<file path="src/rtl/ifetch_pkg.sv">
// Shared types and defaults for the instruction fetch unit.
package ifetch_pkg;

    typedef enum logic [1:0] {
        RESET = 2'd0,
        FETCH = 2'd1,
        DRAIN = 2'd2
    } fetch_state_e;

    typedef struct packed {
        logic [31:0] pc;
        logic [31:0] instr;
    } fetch_entry_t;

    localparam logic [31:0] RESET_PC_DEFAULT   = 32'h1000_0000;
    localparam int          FIFO_DEPTH_DEFAULT = 2;
    localparam logic [31:0] INSTR_BYTES        = 32'd4;

endpackage

</file>
<file path="src/rtl/ifetch_fifo.sv">
// Prefetch FIFO of {pc, instr} entries; the head is held in its own register so
// decode sees a flop output rather than a storage-array read.
module ifetch_fifo
    import ifetch_pkg::*;
#(
    parameter int DEPTH = FIFO_DEPTH_DEFAULT
) (
    input  logic                         clk,
    input  logic                         rst,
    input  logic                         push_i,
    input  logic                         pop_i,
    input  logic                         flush_i,
    input  fetch_entry_t                 data_i,
    output fetch_entry_t                 head_o,
    output logic                         full_o,
    output logic                         empty_o,
    output logic [$clog2(DEPTH+1)-1:0]   count_o
);

    localparam int AW = $clog2(DEPTH);
    localparam int CW = $clog2(DEPTH + 1);

    fetch_entry_t   mem_q [DEPTH];
    fetch_entry_t   head_q, head_d;
    logic [AW-1:0]  wr_q, wr_d, rd_q, rd_d, rd_nxt;
    logic [CW-1:0]  cnt_q, cnt_d;
    logic           do_push, do_pop;

    always_comb begin
        do_push = push_i & !flush_i;
        do_pop  = pop_i & !flush_i & (cnt_q != '0);
        rd_nxt  = rd_q + AW'(1);
        wr_d    = do_push ? wr_q + AW'(1) : wr_q;
        rd_d    = do_pop ? rd_nxt : rd_q;
        cnt_d   = cnt_q + CW'(do_push) - CW'(do_pop);
        head_d  = head_q;
        // The next-oldest entry moves up on a pop; a push into an empty queue goes straight to the head.
        if (do_pop) begin
            if (cnt_q > CW'(1)) begin
                head_d = mem_q[rd_nxt];
            end else if (do_push) begin
                head_d = data_i;
            end
        end else if (cnt_q == '0 && do_push) begin
            head_d = data_i;
        end
        if (flush_i) begin
            wr_d  = '0;
            rd_d  = '0;
            cnt_d = '0;
        end
    end

    always_ff @(posedge clk) begin
        if (do_push) begin
            mem_q[wr_q] <= data_i;
        end
    end

    always_ff @(posedge clk or posedge rst) begin
        if (rst) begin
            wr_q   <= '0;
            rd_q   <= '0;
            cnt_q  <= '0;
            head_q <= '0;
        end else begin
            wr_q   <= wr_d;
            rd_q   <= rd_d;
            cnt_q  <= cnt_d;
            head_q <= head_d;
        end
    end

    assign head_o  = head_q;
    assign full_o  = (cnt_q == CW'(DEPTH));
    assign empty_o = (cnt_q == '0);
    assign count_o = cnt_q;

endmodule

</file>
<file path="src/rtl/ifetch_unit.sv">
// Pipelined instruction fetch with credit-limited requests, prefetch FIFO and redirect flush.
// Define IFETCH_MISALIGN_CHK_EN to report misaligned redirect targets through instr_err_o.
module ifetch_unit
    import ifetch_pkg::*;
#(
    parameter logic [31:0] RESET_PC   = RESET_PC_DEFAULT,
    parameter int          FIFO_DEPTH = FIFO_DEPTH_DEFAULT
) (
    input  logic        clk,
    input  logic        rst,
    output logic        mem_req_o,
    output logic [31:0] mem_addr_o,
    input  logic        mem_gnt_i,
    input  logic        mem_rvalid_i,
    input  logic [31:0] mem_rdata_i,
    output logic        instr_valid_o,
    output logic [31:0] instr_o,
    output logic [31:0] instr_pc_o,
`ifdef IFETCH_MISALIGN_CHK_EN
    output logic        instr_err_o,
`endif
    input  logic        instr_ready_i,
    input  logic        redirect_i,
    input  logic [31:0] redirect_pc_i
);

    localparam int              CW      = $clog2(FIFO_DEPTH + 1);
    localparam logic [CW:0]     DEPTH_L = (CW+1)'(FIFO_DEPTH);

    fetch_state_e   state_q, state_d;
    logic [31:0]    fpc_q, fpc_d, rpc_q, rpc_d, redir_pc;
    logic [CW-1:0]  out_q, out_d, disc_q, disc_d, fifo_cnt;
    logic [CW:0]    inflight;
    logic           fifo_full, fifo_empty, fifo_pop, credit, fetch_ok;
    logic           grant, rv_ok, push;
    fetch_entry_t   head, push_entry;

`ifdef IFETCH_MISALIGN_CHK_EN
    logic           err_pend_q, err_pend_d, stall_q, stall_d, err_show;
    logic [31:0]    err_pc_q, err_pc_d;
`endif

    ifetch_fifo #(.DEPTH(FIFO_DEPTH)) u_fifo (
        .clk     (clk),
        .rst     (rst),
        .push_i  (push),
        .pop_i   (fifo_pop),
        .flush_i (redirect_i),
        .data_i  (push_entry),
        .head_o  (head),
        .full_o  (fifo_full),
        .empty_o (fifo_empty),
        .count_o (fifo_cnt)
    );

    always_comb begin
`ifdef IFETCH_MISALIGN_CHK_EN
        err_show      = err_pend_q & (state_q == FETCH) & !redirect_i;
        instr_err_o   = err_show;
        instr_valid_o = (!fifo_empty | err_show) & !redirect_i;
        instr_o       = err_show ? '0 : head.instr;
        instr_pc_o    = err_show ? err_pc_q : head.pc;
`else
        instr_valid_o = !fifo_empty & !redirect_i;
        instr_o       = head.instr;
        instr_pc_o    = head.pc;
`endif
    end

    // Credit counts both queued and in-flight words, so a granted request always has a FIFO slot.
    always_comb begin
        fifo_pop = instr_valid_o & instr_ready_i & !fifo_empty;
        inflight = {1'b0, out_q} + {1'b0, fifo_cnt} - (CW+1)'(fifo_pop);
        credit   = (inflight < DEPTH_L);
`ifdef IFETCH_MISALIGN_CHK_EN
        fetch_ok = !stall_q;
        redir_pc = redirect_pc_i;
`else
        fetch_ok = 1'b1;
        redir_pc = {redirect_pc_i[31:2], 2'b00};
`endif
    end

    always_comb begin
        mem_req_o  = (state_q == FETCH) & fetch_ok & credit;
        mem_addr_o = mem_req_o ? fpc_q : '0;
    end

    always_comb begin
        grant      = mem_req_o & mem_gnt_i;
        rv_ok      = mem_rvalid_i & (out_q != '0);
        push       = rv_ok & (state_q == FETCH) & !redirect_i;
        push_entry = '{pc: rpc_q, instr: mem_rdata_i};
        out_d      = out_q + CW'(grant) - CW'(rv_ok);
        disc_d     = disc_q;
        if (redirect_i) begin
            disc_d = out_d;
        end else if (state_q == DRAIN) begin
            disc_d = disc_q - CW'(rv_ok);
        end
        fpc_d = fpc_q;
        rpc_d = rpc_q;
        if (redirect_i) begin
            fpc_d = redir_pc;
            rpc_d = redir_pc;
        end else begin
            if (grant) fpc_d = fpc_q + INSTR_BYTES;
            if (push)  rpc_d = rpc_q + INSTR_BYTES;
        end
`ifdef IFETCH_MISALIGN_CHK_EN
        err_pend_d = err_pend_q;
        stall_d    = stall_q;
        err_pc_d   = err_pc_q;
        if (redirect_i) begin
            err_pend_d = (redirect_pc_i[1:0] != 2'b00);
            stall_d    = (redirect_pc_i[1:0] != 2'b00);
            err_pc_d   = redirect_pc_i;
        end else if (err_show && instr_ready_i) begin
            err_pend_d = 1'b0;
        end
`endif
    end

    always_comb begin
        state_d = state_q;
        case (state_q)
            RESET:   state_d = FETCH;
            FETCH:   state_d = FETCH;
            DRAIN:   if (disc_d == '0) state_d = FETCH;
            default: state_d = RESET;
        endcase
        if (redirect_i) begin
            state_d = (disc_d != '0) ? DRAIN : FETCH;
        end
    end

    always_ff @(posedge clk or posedge rst) begin
        if (rst) begin
            state_q <= RESET;
        end else begin
            state_q <= state_d;
        end
    end

    always_ff @(posedge clk or posedge rst) begin
        if (rst) begin
            fpc_q  <= RESET_PC;
            rpc_q  <= RESET_PC;
            out_q  <= '0;
            disc_q <= '0;
        end else begin
            fpc_q  <= fpc_d;
            rpc_q  <= rpc_d;
            out_q  <= out_d;
            disc_q <= disc_d;
        end
    end

`ifdef IFETCH_MISALIGN_CHK_EN
    always_ff @(posedge clk or posedge rst) begin
        if (rst) begin
            err_pend_q <= 1'b0;
            stall_q    <= 1'b0;
            err_pc_q   <= '0;
        end else begin
            err_pend_q <= err_pend_d;
            stall_q    <= stall_d;
            err_pc_q   <= err_pc_d;
        end
    end
`endif

    a_no_overflow: assert property (@(posedge clk) disable iff (rst) !(push && fifo_full));
    a_no_orphan_rsp: assert property (@(posedge clk) disable iff (rst) !(mem_rvalid_i && out_q == '0));

endmodule

</file>
<file path="config.mk">
export PLATFORM = sky130hd
export DESIGN_NAME = ifetch_unit
export DESIGN_NICKNAME = d
export VERILOG_FILES = /design/src/rtl/ifetch_pkg.sv /design/src/rtl/ifetch_fifo.sv /design/src/rtl/ifetch_unit.sv
export SDC_FILE = /design/constraint.sdc
export NUM_CORES = 1
export LEC_CHECK = 0
export ABC_AREA = 1
export CAP_MARGIN = 5
export CORE_MARGIN = 5
export CORE_UTILIZATION = 50
export CTS_CLUSTER_DIAMETER = 120
export CTS_CLUSTER_SIZE = 12
export DETAILED_ROUTE_END_ITERATION = 10
export GPL_ROUTABILITY_DRIVEN = 1
export PLACE_DENSITY = 0.74
export SYNTH_ARGS = -nofsm -noshare
export SYNTH_HDL_FRONTEND = slang
export SYNTH_SLANG_ARGS = --single-unit
</file>
<file path="constraint.sdc">
create_clock -name clk -period 10.87 [get_ports clk]
set_clock_uncertainty 0.15 [all_clocks]
set_input_delay 1.6305 -clock clk [delete_from_list [all_inputs] [get_ports clk]]
set_output_delay 1.6305 -clock clk [all_outputs]
set_load 0.1 [all_outputs]
</file>
==> flow_summary_export.csv, run 1 <==
group,metric,value,unit
critical_path,endpoint_kind,"output pin",
die,die_area,27700,um2
clock_network,cts.clk_slew.worst_paths,0.06,ns
routing,num_vias,9974,
logic_synthesis,synth-seq-area-share,57.4,%
global_route,grt_usage,21.7,%
placed_design,postPlaceCellArea,14100,um2
die,start_util,50.5,%
sta,worstMarginPinSlew,1.09,ns
min_path,holdPathEnd,"u_fifo.head_o[7]$_DFFE_PP0P_",
logic_synthesis,yosys-top-cells-area,"edfxtp_1 (30%), dfrtp_1 (27%), nand2_1 (12%), o21ai_0 (7.1%), nor2_1 (6.3%)",
routing,wl_per_cell,16.1,um
sta,finalSetupViolations,0,
routing,vias_per_cell,5.27,
placed_design,port_buffers,161,
finish,nets,1632,
min_path,min_from,"u_fifo.head_o[7]$_DFFE_PP0P_",
logic_synthesis,async_flop_share,51.6,%
sta,hold_violations,0,
routing,met3WireLength,1940,um
power_and_ir_drop,total_power,3.90,mW
logic_synthesis,synth.cell_area,12300,um2
die,rows,57,
logic_synthesis,yosysTopAreaCell,"edfxtp_1",
sta,max_clock_freq,128,MHz
logic_synthesis,synth_top_area_share,30.4,%
critical_path,start_kind,"input pin",
routing,wl_met1,14100,um
clock_network,clock_sinks,256,
routing,met2_length,13500,um
routing,drt-initial-drc-count,769,
sta,slew-limit-headroom,27.3,%
sta,setup_tns,0,ns
placed_design,hpwl,20400,um
logic_synthesis,syn_inst,1412,
finish,n_antenna_cell,0,
critical_path,crit_fanout,42,
sta,grt_setup_unrepaired,"no",
clock_network,clock-root-buffer,"clkbuf_16",
routing,highest_layer,"met4",
global_route,grt_max_degree,120,
die,core_area,24200,um2
logic_synthesis,ys_ff_latch,256,
logic_synthesis,yosys_warnings,0,
die,die_y,167,um
finish,layout-drive-gt1-share,3.89,%
sta,min_period,7.79,ns
critical_path,r2r-end,"fpc_q[16]$_DFFE_PP0N_",
die,die_w,167,um
clock_network,ctsHoldBuffers,0,
clock_network,cts_setup_buffers,0,
routing,routed_wl,30500,um
routing,drtPass1Iterations,5,
sta,post-route-period-util,71.7,%
status,outcome,"finished, final reports clean",
job,cap_violations,0,
logic_synthesis,synthTopCellsByCount,"nand2_1 (382), nor2_1 (204), o21ai_0 (174), inv_1 (131), dfrtp_1 (130)",
finish,area_growth,20.6,%
power_and_ir_drop,irDropWorstVdd,0.000192,V
min_path,hold_path_class,"reg2reg",
critical_path,arrival,6.01,ns
logic_synthesis,syn_avg_cell_area,8.68,um2
logic_synthesis,synth_edf_count,124,
placed_design,gp_congestion,0.956,
power_and_ir_drop,cellPowerDensity,264,nW/um2
routing,antenna_left,0,
die,ioPinCount,168,
finish,fillerInstances,2072,
sta,finalMaxSlewViolations,0,
logic_synthesis,synthFlopType,"dfrtp_1",
finish,multiInputGateArea,4430,um2
clock_network,cts_buffer_depth,3,
finish,area.sequential,7030,um2
critical_path,worstPathRequired,9.09,ns
clock_network,cts_tree,"yes",
finish,fin_area,14800,um2
global_route,grt_pass1_vias,9732,
critical_path,r2r_cells,15,
routing,drc,0,
critical_path,reg2reg_slack,6.79,ns
power_and_ir_drop,p_leak,6.33,nW
critical_path,timing.rr.start,"u_fifo.count_o[1]$_DFF_PP0_",
min_path,hold_path_depth,2,
clock_network,clkLatencyLatePin,0.52,ns
logic_synthesis,synth.most_common_cell,"nand2_1",
clock_network,cts_resized,0,
global_route,grt_pass1_wl,50200,um
critical_path,crit_type,"in2out",
clock_network,htreeDepth,1,
logic_synthesis,synth.distinct_cells,38,
clock_network,numCtsBuffers,25,
global_route,antenna_found_initial,0,
global_route,grt_overflow_total,0,
## how the worst max path moves through the flow
stage                           from        endpoint  slack (ns)  cells after the start
after floorplan           redirect_i  mem_addr_o[22]        3.91                     11
after detailed placement  redirect_i  mem_addr_o[12]        3.08                     13
after global routing      redirect_i   mem_addr_o[5]        2.69                     13
after global placement    redirect_i  mem_addr_o[24]        3.27                     13
after CTS                 redirect_i  mem_addr_o[12]        3.07                     13
final                     redirect_i  mem_addr_o[10]        3.08                     13
## metal layers
layer,up-vias,GRT usage [%]
met4,0,7.65
met5,-,0
met2,351,33.5
met3,64,3.22
li1,4887,-
met1,4672,31.7
## state kept, by name (all words and copies together) (netlist names)
register / flops
u_fifo.rd_q: 1
disc_q: 2
state_q: 2
rpc_q: 30
u_fifo.head_o: 62
u_fifo.count_o: 2
u_fifo.wr_q: 1
fpc_q: 30
u_fifo.mem_q: 124
out_q: 2
## placed cells by master, fill, tap and decap left out, types with 2 or more instances in the layout
cell	synthesis	final
a21oi_1	15	15
a31oi_1	7	7
and2_1	3	3
and3_1	3	3
buf_4	13	10
clkbuf_1	29	18
clkbuf_16	0	25
clkdlybuf4s50_1	0	161
conb_1	1	4
dfrtp_1	130	129
dfstp_2	2	2
edfxtp_1	124	124
ha_1	9	9
inv_1	131	130
inv_2	3	3
inv_6	0	3
mux2_2	8	8
nand2_1	382	382
nand2_2	2	2
nand3_1	63	63
nand4_1	13	13
nor2_1	204	201
nor2_2	2	3
nor2_4	0	2
nor3_1	9	9
o211ai_1	11	11
o21ai_0	174	174
o21ai_1	18	18
o21bai_1	3	3
o221ai_1	3	3
xnor2_1	5	5
xor2_1	20	20
## layout make-up
type | count | share of cell area (%)
multi-input cells | 963 | 30.0
clock inverters | 2 | 0.119
inverters | 135 | 3.46
repair buffers | 171 | 11.4
clock buffers | 43 | 4.69
well taps | 324 | 2.74
flip-flops and latches | 256 | 47.6
## cell families after synthesis
kind of cell             after synthesis  synth area share [%]
flip-flops                           256                  57.4
adder cells (fa/ha/maj)               10                  1.08
buffers and inverters                196                  6.76
AO/OA/AOI/OAI                        233                  10.0
multiplexers                           8                 0.735
XOR/XNOR                              25                  1.79
other                                  1                0.0306
AND/OR/NAND/NOR                      683                  22.2
## power by group
part / switching (mW) / internal, mW
Clock: 0.350 / 0.432
Sequential: 0.141 / 1.23
Combinational: 1.35 / 0.400
Total: 1.84 / 2.06
## critical path, cell delays in order
cell             delay (ns)
clkdlybuf4s50_1        0.45
buf_4                  0.40
nor2_2                 0.11
nand2_2                0.11
inv_1                  0.05
ha_1                   0.26
inv_1                  0.06
nand2_1                0.06
fa_1                   0.38
xor2_1                 0.20
nand3_1                0.74
nor2_1                 0.34
clkdlybuf4s50_1        1.18
## per-stage QoR
stage	utilization, %	setup slack, ns	cells	hold slack [ns]
global placement	58.0	3.27	1849	0.315
global route	60.9	2.69	1894	0.358
finish	60.9	3.08	1894	0.332
CTS	60.9	3.07	1894	0.338
detailed placement	58.0	3.08	1849	0.322
floorplan	-	3.91	1415	0.287
Note: power is estimated with default switching activity, not from simulation.
==> run 2, diff against run 1 <==
--- a/config.mk
+++ b/config.mk
@@ -13,7 +13,7 @@
 export CTS_CLUSTER_SIZE = 12
 export DETAILED_ROUTE_END_ITERATION = 10
 export GPL_ROUTABILITY_DRIVEN = 1
-export PLACE_DENSITY = 0.74
+export PLACE_DENSITY = 0.77
 export SYNTH_ARGS = -nofsm -noshare
 export SYNTH_HDL_FRONTEND = slang
 export SYNTH_SLANG_ARGS = --single-unit
==> constraint.sdc (replaced) <==
create_clock -name clk -period 6.8 [get_ports clk]
set_clock_uncertainty 0.15 [all_clocks]
set_input_delay 1.02 -clock clk [delete_from_list [all_inputs] [get_ports clk]]
set_output_delay 1.02 -clock clk [all_outputs]
set_load 0.1 [all_outputs]
==> run 2 against run 1 <==
Effect of this change:
- final area rose by 2.2%
- via count increased by 1.1%
- sequential power increased by 59%
- highest routed layer unchanged
- sequential cell count stayed put
- largest power group unchanged
- clock-buffer cell count increased by 1
- worst setup slack got worse by 1.7 ns
- largest cell class unchanged
==> flow_summary_export.csv, run 2 (synthesized netlist as in run 1, its figures left out) <==
group,metric,value,unit
status,outcome,"finished, final reports clean",
sta,min_period,5.46,ns
die,die_area,27700,um2
sta,hold_violations,0,
critical_path,critPathSlowestCell,"nand3_1",
routing,num_vias,10100,
critical_path,start_kind,"input pin",
clock_network,cts_setup_buffers,0,
sta,max_clock_freq,183,MHz
sta,finalSetupViolations,0,
die,rows,57,
sta,post-route-period-util,80.4,%
finish,area.sequential,7030,um2
finish,n_antenna_cell,0,
clock_network,ctsHoldBuffers,0,
finish,multiInputGateArea,4430,um2
critical_path,path_common_cell,"inv_1",
critical_path,max_stage_delay,0.79,ns
sta,worstMarginPinSlew,1.12,ns
routing,wl_per_cell,16.3,um
routing,drt-initial-drc-count,993,
power_and_ir_drop,cellPowerDensity,420,nW/um2
finish,largest_register_ffs,124,
clock_network,cts.clk_slew.worst_paths,0.06,ns
global_route,antenna_found_initial,0,
placed_design,gp_congestion,0.955,
critical_path,endpoint_kind,"output pin",
finish,regMostFlops,"u_fifo.mem_q",
global_route,grt_overflow_total,0,
clock_network,cts_buffer_depth,3,
finish,fillerInstances,1981,
critical_path,arrival,4.29,ns
sta,slew-limit-headroom,25.4,%
clock_network,clock-root-buffer,"clkbuf_16",
finish,layout_common_cells,"nand2_1 (382), nor2_1 (201), o21ai_0 (174), inv_1 (130), clkdlybuf4s50_1 (130)",
die,start_util,50.5,%
power_and_ir_drop,irDropWorstVdd,0.000314,V
global_route,grt_pass1_vias,9681,
power_and_ir_drop,p_leak,6.49,nW
global_route,grt_pass1_wl,49800,um
routing,vias_per_cell,5.32,
routing,drtPass1Iterations,6,
critical_path,critical_path.cell_chain,"clkdlybuf4s50_1, nor2_2, nand2_2, inv_1, ha_1, inv_1, nand2_1, fa_1, xor2_1, nand3_1, nor2_1, buf_12",
min_path,hold_path_class,"reg2reg",
clock_network,clock_sinks,256,
job,cap_violations,0,
placed_design,port_buffers,161,
die,die_y,167,um
clock_network,htreeDepth,1,
finish,layout_commonest_cell,"nand2_1",
sta,setup_tns,0,ns
routing,routed_wl,30900,um
critical_path,crit_fanout,31,
routing,antenna_left,0,
finish,postLayoutCoreUtil,62.3,%
routing,drc,0,
global_route,grt_max_degree,73,
placed_design,postPlaceCellArea,14400,um2
clock_network,clkLatencyLatePin,0.52,ns
placed_design,hpwl,21000,um
finish,area_growth,23.3,%
finish,layout-drive-gt1-share,5.98,%
sta,grt_setup_unrepaired,"no",
global_route,grt_usage,21.5,%
die,ioPinCount,168,
clock_network,cts_tree,"yes",
die,die_w,167,um
clock_network,numCtsBuffers,25,
sta,finalMaxSlewViolations,0,
clock_network,cts_resized,0,
die,core_area,24200,um2
finish,fin_area,15100,um2
critical_path,crit_type,"in2out",
critical_path,worstPathRequired,5.63,ns
finish,nets,1634,
## run 2: report_power, final
part | internal, mW | switching [mW]
logic | 0.718 | 2.19
clock network | 0.693 | 0.563
registers | 1.96 | 0.223
## run 2: routing by layer
metal / wire length, um / part of all wire (%) / global-route usage (%) / vias to the layer above
met4: 627 / 2.0 / 5.09 / 0
met2: 13900 / 45 / 34.3 / 407
met3: 2280 / 7.4 / 3.37 / 51
met5: 0 / 0 / 0 / -
li1: - / - / - / 4888
met1: 14100 / 46 / 31.5 / 4740
## run 2: final timing paths
check	startpoint	end	slack, ns	cells after the start
min in group asynchronous	rst	u_fifo.head_o[20]$_DFFE_PP0P_	0.80	2
max in group asynchronous	rst	u_fifo.head_o[56]$_DFFE_PP0P_	4.32	3
setup reg to reg	u_fifo.count_o[1]$_DFF_PP0_	fpc_q[16]$_DFFE_PP0N_	2.56	15
setup / recovery	redirect_i	mem_addr_o[13]	1.34	12
hold reg to reg	u_fifo.head_o[14]$_DFFE_PP0P_	u_fifo.head_o[14]$_DFFE_PP0P_	0.33	2
hold / removal	u_fifo.head_o[14]$_DFFE_PP0P_	u_fifo.head_o[14]$_DFFE_PP0P_	0.33	2
## run 2: critical path: cells and delay by family
| kind | cells | cell delay (ns) |
|---|---|---|
| and+or+nand+nor | 5 | 1.55 |
| buffers and inverters | 4 | 0.83 |
| adders and majority gates | 2 | 0.64 |
| xor gates and xnor gates | 1 | 0.23 |
## run 2: metrics by stage
stage               cells  total power, mW  setup slack [ns]  hold slack, ns
floorplan            1415             4.31              1.06           0.287
global placement     1851             5.05              1.56           0.314
detailed placement   1851             5.11              1.36           0.322
CTS                  1897             6.37              1.33           0.337
global route         1897             6.63              1.06           0.349
finish               1897             6.34              1.34           0.332
## run 2: area by class of cell
cell class	instances	area share, %
clock buffers	44	4.61
clock inverters	2	0.116
inverters	135	3.39
multi-input cells	963	29.3
flip-flops and latches	256	46.5
well taps	324	2.68
repair buffers	173	13.3
==> run 3, diff against run 2 <==
--- a/config.mk
+++ b/config.mk
@@ -13,7 +13,7 @@
 export CTS_CLUSTER_SIZE = 12
 export DETAILED_ROUTE_END_ITERATION = 10
 export GPL_ROUTABILITY_DRIVEN = 1
-export PLACE_DENSITY = 0.77
+export PLACE_DENSITY = 0.74
 export SYNTH_ARGS = -nofsm -noshare
 export SYNTH_HDL_FRONTEND = slang
 export SYNTH_SLANG_ARGS = --single-unit
==> constraint.sdc (replaced) <==
create_clock -name clk -period 5.4 [get_ports clk]
set_clock_uncertainty 0.15 [all_clocks]
set_input_delay 0.81 -clock clk [delete_from_list [all_inputs] [get_ports clk]]
set_output_delay 0.81 -clock clk [all_outputs]
set_load 0.1 [all_outputs]
==> run 3 against run 2 <==
Effect of this change:
- via count fell by 0.51%
- register-to-register slack got worse by 0.86 ns
- sequential share of layout area fell by 0.12 points
- combinational power rose by 26%
- critical endpoint is now mem_addr_o[8]
- largest power group unchanged
==> flow_summary_export.csv, run 3 (synthesized netlist as in run 1, its figures left out) <==
group,metric,value,unit
status,outcome,"finished, final reports clean",
global_route,grt_overflow_total,0,
critical_path,crit_type,"in2out",
finish,postLayoutCoreUtil,62.5,%
clock_network,htreeDepth,1,
finish,fin_cells,1896,
power_and_ir_drop,p_comb_share,45.9,%
finish,fillerInstances,1969,
sta,finalSetupViolations,0,
critical_path,reg2reg_slack,1.70,ns
clock_network,cts.clk_slew.worst_paths,0.06,ns
routing,drt-initial-drc-count,794,
placed_design,dp_cells,1852,
placed_design,hpwl,20600,um
critical_path,arrival,3.29,ns
critical_path,crit_fanout,31,
finish,layout_common_cells,"nand2_1 (382), nor2_1 (202), o21ai_0 (174), inv_1 (130)",
routing,wl_met1,13600,um
die,start_util,50.5,%
routing,met3WireLength,2140,um
sta,setup_tns,0,ns
power_and_ir_drop,irDropWorstVdd,0.000399,V
placed_design,port_buffers,161,
clock_network,cts_buffer_depth,3,
power_and_ir_drop,p_seq_share,34.6,%
critical_path,worstPathRequired,4.44,ns
sta,max_clock_freq,235,MHz
clock_network,clock_sinks,256,
routing,met2_length,13400,um
placed_design,gp_congestion,0.985,
routing,drc,0,
clock_network,cts_tree,"yes",
min_path,holdPathEnd,"u_fifo.head_o[6]$_DFFE_PP0P_",
min_path,hold_path_class,"reg2reg",
power_and_ir_drop,power_switching,3.71,mW
clock_network,cts_setup_buffers,0,
die,die_area,27700,um2
critical_path,start_kind,"input pin",
power_and_ir_drop,sw_frac_of_total,46.6,%
global_route,grt_usage,21.2,%
clock_network,numCtsBuffers,25,
routing,highest_layer,"met4",
sta,slew-limit-headroom,30.2,%
routing,drtPass1Iterations,6,
die,ioPinCount,168,
global_route,grt_pass1_wl,49300,um
finish,area_growth,23.6,%
finish,n_antenna_cell,0,
sta,min_period,4.25,ns
die,die_w,167,um
routing,num_vias,10000,
finish,nets,1635,
critical_path,r2r_cells,18,
routing,routed_wl,30000,um
power_and_ir_drop,cellPowerDensity,526,nW/um2
sta,finalMaxSlewViolations,0,
routing,antenna_left,0,
min_path,hold_path_depth,2,
critical_path,endpoint_kind,"output pin",
global_route,grt_max_degree,106,
die,die_y,167,um
critical_path,critical_path.cell_chain,"clkdlybuf4s50_1, nor2_2, nand2_2, inv_1, ha_1, inv_1, nand2_1, fa_1, xor2_1, nand3_1, buf_4, nor2_1, buf_12",
critical_path,critPathSlowestCell,"clkdlybuf4s50_1",
sta,hold_violations,0,
die,rows,57,
job,cap_violations,0,
clock_network,clock-root-buffer,"clkbuf_16",
sta,grt_setup_unrepaired,"no",
critical_path,timing.rr.start,"u_fifo.count_o[1]$_DFF_PP0_",
critical_path,max_stage_delay,0.50,ns
finish,regMostFlops,"u_fifo.mem_q",
clock_network,ctsHoldBuffers,0,
critical_path,r2r-end,"state_q[1]$_DFFE_PP0P_",
sta,worstMarginPinSlew,1.05,ns
finish,layout-drive-gt1-share,5.98,%
power_and_ir_drop,power.internal,4.25,mW
clock_network,cts_resized,0,
critical_path,path_common_cell,"inv_1",
finish,largest_register_ffs,124,
power_and_ir_drop,p_leak,6.51,nW
routing,wl_per_cell,15.8,um
power_and_ir_drop,power_frac_clock,19.5,%
die,core_area,24200,um2
global_route,antenna_found_initial,0,
min_path,min_from,"u_fifo.head_o[6]$_DFFE_PP0P_",
sta,post-route-period-util,78.7,%
global_route,grt_pass1_vias,9523,
clock_network,clkLatencyLatePin,0.51,ns
routing,vias_per_cell,5.29,
finish,layout_commonest_cell,"nand2_1",
run 3: changes by cell type in the layout (fill, tap and decap cells not counted), sizes merged:
| cell | before | now |
|---|---|---|
| clkbuf | 44 | 43 |
| inv | 136 | 135 |
| buf | 43 | 45 |
| clkdlybuf4s50 | 130 | 129 |
run 3: critical path: cells and delay by family:
| kind | cells | cell delay (ns) |
|---|---|---|
| adder cells (fa/ha/maj) | 2 | 0.64 |
| AND/OR/NAND/NOR | 5 | 0.57 |
| XOR/XNOR | 1 | 0.20 |
| buffers and inverters | 5 | 1.04 |
run 3: worst max-delay path by stage:
| stage | startpoint | end | slack, ns | cells after the start |
|---|---|---|---|---|
| after CTS | redirect_i | mem_addr_o[8] | 1.12 | 13 |
| final | redirect_i | mem_addr_o[8] | 1.15 | 13 |
| after detailed placement | redirect_i | state_q[1]$_DFFE_PP0P_ | 1.10 | 18 |
| after global placement | redirect_i | state_q[1]$_DFFE_PP0P_ | 1.17 | 18 |
| after floorplan | redirect_i | mem_addr_o[22] | 0.08 | 11 |
| after global routing | redirect_i | mem_addr_o[8] | 0.95 | 13 |
run 3: cell type report:
cell class                      instances  area (um2)  area share (%)
Sequential cell                       256        7030            46.4
Multi-Input combinational cell        963        4430            29.2
Timing Repair Buffer                  174        2070            13.6
Clock buffer                           43         693            4.58
Inverter                              135         512            3.38
Tap cell                              324         405            2.68
Clock inverter                          1        8.76          0.0578
run 3: power by group through the flow:
stage / clock [mW] / sequential (mW) / combinational, mW
CTS: 1.59 / 2.75 / 3.67
global route: 1.69 / 2.80 / 3.88
finish: 1.56 / 2.75 / 3.65
global placement: 0 / 2.76 / 3.62
detailed placement: 0 / 2.78 / 3.66
floorplan: 0 / 4.16 / 1.26
run 3: metrics by stage:
stage	total power, mW	worst slack (ns)	hold WS, ns	area, um2
finish	7.96	1.15	0.332	15100
global route	8.36	0.947	0.361	15100
CTS	8.01	1.12	0.337	15100
detailed placement	6.45	1.10	0.323	14400
global placement	6.38	1.17	0.314	14400
floorplan	5.43	0.0799	0.287	12300
run 3: routing by layer:
layer	global-route usage [%]	vias up
met5	0	-
met4	6.51	0
met3	3.25	59
met2	33.2	393
met1	30.9	4694
li1	-	4889
